### src/rtl/fetch_pkg.sv
// Shared widths, constants and the fetch-queue entry type for the fetch stage.
package fetch_pkg;

  localparam int INSTR_W = 32;
  localparam int PC_W    = 32;
  localparam int PC_STEP = 4;

  localparam logic [INSTR_W-1:0] HALT_INSTR = '0;

  typedef struct packed {
    logic [PC_W-1:0]    pc;
    logic [INSTR_W-1:0] instr;
  } fetch_entry_t;

endpackage

### src/rtl/fetch_queue.sv
// Synchronous FIFO holding fetched {pc, instr} entries; flush empties it in one cycle.
module fetch_queue
  import fetch_pkg::*;
#(
  parameter int DEPTH = 4
) (
  input  logic                       clk,
  input  logic                       reset,
  input  logic                       push,
  input  logic                       pop,
  input  logic                       flush,
  input  fetch_entry_t               wdata,
  output fetch_entry_t               rdata,
  output logic [$clog2(DEPTH+1)-1:0] count,
  output logic                       full,
  output logic                       empty
);

  localparam int PTR_W = $clog2(DEPTH);
  localparam int CNT_W = $clog2(DEPTH+1);

  fetch_entry_t     mem [DEPTH];
  logic [PTR_W-1:0] head;
  logic [PTR_W-1:0] tail;

  // Pointers and occupancy; flush discards any same-cycle push or pop.
  always_ff @(posedge clk) begin
    if (reset || flush) begin
      head  <= '0;
      tail  <= '0;
      count <= '0;
    end else begin
      if (push) tail <= tail + 1'b1;
      if (pop)  head <= head + 1'b1;
      case ({push, pop})
        2'b10:   count <= count + 1'b1;
        2'b01:   count <= count - 1'b1;
        default: count <= count;
      endcase
    end
  end

  // Storage is data only; stale contents are masked by the pointers.
  always_ff @(posedge clk) begin
    if (push && !flush && !reset) mem[tail] <= wdata;
  end

  assign rdata = mem[head];
  assign full  = (count == CNT_W'(DEPTH));
  assign empty = (count == '0);

endmodule

### src/rtl/fetch_unit.sv
// Instruction fetch stage: owns the PC, drives the ROM address, queues fetched words for decode.
module fetch_unit
  import fetch_pkg::*;
#(
  parameter logic [31:0] RESET_PC  = 32'h0000_0000,
  parameter int          DEPTH     = 4,
  parameter int          ROM_WORDS = 256
) (
  input  logic        clk,
  input  logic        reset,
  output logic [7:0]  rom_addr,
  input  logic [31:0] rom_data,
  output logic        out_valid,
  input  logic        out_ready,
  output logic [31:0] out_instr,
  output logic [31:0] out_pc,
  input  logic        redirect_valid,
  input  logic [31:0] redirect_pc,
  output logic        halted
);

  localparam logic [PC_W-1:0] PC_LIMIT = PC_W'(PC_STEP * ROM_WORDS);

  logic [PC_W-1:0]            pc;
  logic                       pop;
  logic                       can_push;
  logic                       end_of_prog;
  logic                       push;
  fetch_entry_t               head_entry;
  fetch_entry_t               new_entry;
  logic [$clog2(DEPTH+1)-1:0] q_count;
  logic                       q_full;
  logic                       q_empty;

  assign rom_addr    = pc[9:2];
  assign pop         = out_valid && out_ready;
  assign can_push    = !halted && !redirect_valid && (!q_full || pop);
  assign end_of_prog = (rom_data == HALT_INSTR) || (pc >= PC_LIMIT);
  assign push        = can_push && !end_of_prog;
  assign new_entry   = '{pc: pc, instr: rom_data};

  // PC / halt control: redirect outranks everything except reset.
  always_ff @(posedge clk) begin
    if (reset) begin
      pc     <= RESET_PC;
      halted <= 1'b0;
    end else if (redirect_valid) begin
      pc     <= redirect_pc & ~PC_W'(3);
      halted <= 1'b0;
    end else if (can_push) begin
      if (end_of_prog) halted <= 1'b1;
      else             pc     <= pc + PC_W'(PC_STEP);
    end
  end

  fetch_queue #(
    .DEPTH(DEPTH)
  ) u_queue (
    .clk   (clk),
    .reset (reset),
    .push  (push),
    .pop   (pop),
    .flush (redirect_valid),
    .wdata (new_entry),
    .rdata (head_entry),
    .count (q_count),
    .full  (q_full),
    .empty (q_empty)
  );

  // Head is zeroed when empty so decode never sees stale storage.
  assign out_valid = (q_count != '0);
  assign out_instr = q_empty ? '0 : head_entry.instr;
  assign out_pc    = q_empty ? '0 : head_entry.pc;

endmodule
### config.mk
export PLATFORM = sky130hd
export DESIGN_NAME = fetch_unit
export DESIGN_NICKNAME = d
export VERILOG_FILES = /design/src/rtl/fetch_pkg.sv /design/src/rtl/fetch_queue.sv /design/src/rtl/fetch_unit.sv
export SDC_FILE = /design/constraint.sdc
export NUM_CORES = 1
export LEC_CHECK = 0
export CORE_ASPECT_RATIO = 2
export CORE_MARGIN = 2
export CORE_UTILIZATION = 30
export DETAILED_ROUTE_END_ITERATION = 8
export SYNTH_ARGS = -nofsm -noshare
export SYNTH_HDL_FRONTEND = slang
export SYNTH_SLANG_ARGS = --single-unit
### constraint.sdc
create_clock -name clk -period 4.1 [get_ports clk]
set_input_delay 0.82 -clock clk [delete_from_list [all_inputs] [get_ports clk]]
set_output_delay 0.82 -clock clk [all_outputs]
set_load 0.01 [all_outputs]
==> impl_results.md <==
- CTS Sinks: 288
- Register area share after synthesis: 72.88%
- Placement row count: 100
- Mapped Area: 0.01132 sq mm
- First-pass GRT wire length: 37630 microns
- Final nets: 834
- RSZ-0062 raised after global routing: false
- Status: finished, final reports clean
- Die Ht: 278.7 microns
- # IOs: 142
- Pre-antenna DRT Iters: 5
- Post-cts sizing count: 0
- CTS clk-pin slew, worst paths: 70 ps
- Root Buffer: clkbuf_16
- I/O Buffers: 137
- Area growth syn-to-layout: 25.87%
- Iter 0 DRT Violations: 258
- Crit path cell chain: buf_4 -> mux4_2 -> and2_1 -> clkdlybuf4s50_1
- Relative slew slack: 61.32%
- Synth warn: 0
- Drt wl/cell: 20.33 microns
- Data arrival, critical path: 2770 ps
- Vias: 5836
- Final setup violation count: 0
- Hold Path Cell Cnt: 2
- Detail Route Antenna Nets: 0
- Top cell type's share of synthesized area: 65.80%
- Max Cap Viol: 0
- Largest cells by area after synthesis: edfxtp_1 (66%), mux4_2 (12%), dfxtp_1 (7.1%), and2_1 (3.7%), mux2i_1 (2.3%)
- Pwr dens: 419.4 mW/mm^2
- Number of post-CTS setup repair buffers: 0
- Post-synthesis mux area share: 14.64%
- Top_reg_cell synth: edfxtp_1
- Total core area: 0.03716 sq mm
- Number of synthesized flops with an enable pin: 248
- Critical setup path kind: reg -> out
- Cells after DPL: 1189
- Final hold vios: 0
- H-tree levels: 1
- GR Util All Layers: 12.74%
- Synthesized flop and latch total: 288
- Fmax: 278.9 MHz
- Die Footprint: 0.03939 sq mm
- Total CTS buffers: 26
- Maximum vdd drop: 0.0003263 V
- TNS Setup: 0 ps
- Final cell count without fillers: 1237
- # diodes: 0
- CP required: 3280 ps
- Share of cells above drive strength 1: 17.48%
- CTS Hold Bufs: 0
- Synth area leader: edfxtp_1
- Gr ovfl total: 0
- Mapped Cells: 615
- Wirelength, routed: 25150 microns
- Final period utilization: 87.45%
- Crit path largest cell delay: 640 ps
- Asr flop ratio synth: 0%
- Critical path endpoint category: primary output
- Tmin final: 3586 ps
- Synthesized-area fraction occupied by adder cells: 0.9508%
- Yosys cell types: 43
- XOR/XNOR Fraction of Synth Area: 0.3870%
- Crit-path max FO: 20
- Clock skew: 11.68 ps
- CP Depth: 4
- Clock latency on the worst-skew pair: 530 ps
- Max Root-Sink Buffers: 3
- Simple-Gate Fraction of Synth Area: 7.761%
- Initial antenna violation count: 1
- Vias/cell: 4.718
- Pin count of the biggest net entering global routing: 50
- Leakage: 4.545 nW
- Hold Path Class: reg -> reg
- Largest family of logic cells by synthesized area: multiplexers
- Die extent in x: 141.3 microns
- WP buf/inv: 2
- CP max-delay cell: dfxtp_4
- Compound-Gate Fraction of Synth Area: 1.271%
- Starting density of the core: 30.45%
- GPL Wtd Cong: 0.7145
- Syn avg cell area: 18.40 sq um
- DR DRC count: 0
- Worst setup SP type: register
- DP HPWL: 15870 microns
- TritonCTS clock tree: built
- Critical path's top delay family: buffers and inverters
- Final number of max-transition violations: 0
- FF-to-FF path depth: 7
- Worst Max-Slew Pin Slew: 580.2 ps
- Vias in the first global route: 6283
power breakdown:
part | internal [mW] | switching, mW
registers | 3.20 | 0.0354
logic | 0.103 | 0.0821
clock network | 1.49 | 1.06
total | 4.79 | 1.18
synth_stat cells (3+ instances only):
cell type  instances
edfxtp_1         248
and2_1            67
mux4_2            62
dfxtp_1           40
nor2_1            34
mux2i_1           26
clkbuf_1          22
nor4_1            13
nand2_1           12
buf_4             10
buf_2              8
inv_1              8
ha_1               7
a21oi_1            6
nor2b_1            5
a31oi_1            4
or3_1              4
nor3_1             3
xor2_1             3
routing by layer:
| metal | GRT usage, % | vias up | share of wire, % |
|---|---|---|---|
| met5 | 0 | - | 0.048 |
| met4 | 4.231 | 2 | 2.5 |
| met3 | 2.041 | 33 | 4.0 |
| met2 | 25.17 | 128 | 57 |
| met1 | 13.40 | 3002 | 36 |
| li1 | - | 2671 | - |
worst reg2reg max path, delay by kind of cell, from the launching register on:
| kind | cells | cell delay (ps) |
|---|---|---|
| buffers and inverters | 2 | 550 |
| flip-flops | 1 | 350 |
| AO/OA/AOI/OAI | 1 | 160 |
| AND/OR/NAND/NOR | 4 | 1280 |
stage by stage:
stage,hold slack [ps],cell area (sq um),total power [mW],setup slack (ps),util (%)
3_3_place_gp,488.4,13330,3.483,194.7,35.87
3_5_place_dp,505.9,13330,3.490,168.1,35.87
2_1_floorplan,461.4,11320,3.363,572.1,-
6_report,518.7,14240,5.974,514.4,38.33
5_1_grt,546.4,14240,6.158,310.0,38.33
4_1_cts,514.9,14240,6.062,367.8,38.33
kinds of logic after synthesis:
family / count (synthesis)
compound gates: 20
buf+inv: 50
other cells: 1
xor+xnor: 5
flops: 288
fa+ha+maj: 8
simple gates: 155
mux: 88
path summary, 6_finish.rpt:
check,start,endpoint,slack (ps)
setup / recovery,register,out_instr[17],510
hold / removal,u_queue.count[2],u_queue.count[2],520
setup reg to reg,pc[22],u_queue.mem[3][19],1380
hold reg to reg,u_queue.count[2],u_queue.count[2],520
registers in the layout (all words and copies together), names as in the netlist, named ones only:
name / count
u_queue.head: 2
u_queue.tail: 2
u_queue.mem: 248
u_queue.count: 3
halted: 1
pc: 30
cells in the final DEF, fill, tap and decap left out, types with 3 or more instances in the layout:
master / Yosys / layout
edfxtp_1: 248 / 248
clkdlybuf4s50_1: 0 / 136
and2_1: 67 / 63
mux4_2: 62 / 62
dfxtp_1: 40 / 38
nor2_1: 34 / 34
clkbuf_16: 0 / 27
mux2i_1: 26 / 26
nor4_1: 13 / 13
nand2_1: 12 / 12
buf_4: 10 / 10
buf_12: 0 / 9
inv_1: 8 / 8
ha_1: 7 / 7
a21oi_1: 6 / 6
nor2b_1: 5 / 5
clkinvlp_4: 0 / 5
clkbuf_8: 0 / 5
and2_4: 0 / 4
a31oi_1: 4 / 4
clkbuf_1: 22 / 4
nor3_1: 3 / 3
xor2_1: 3 / 3
or3_1: 4 / 3
bufinv_16: 0 / 3
final cells by class:
cell class	instances	area (sq um)
fillers	3429	22920
flip-flops and latches	288	8255
multi-input cells	278	2849
repair buffers	156	1622
clock buffers	36	759.5
well taps	459	574.3
clock inverters	12	155.1
inverters	8	30.03
(Power assumes the default switching activity.)
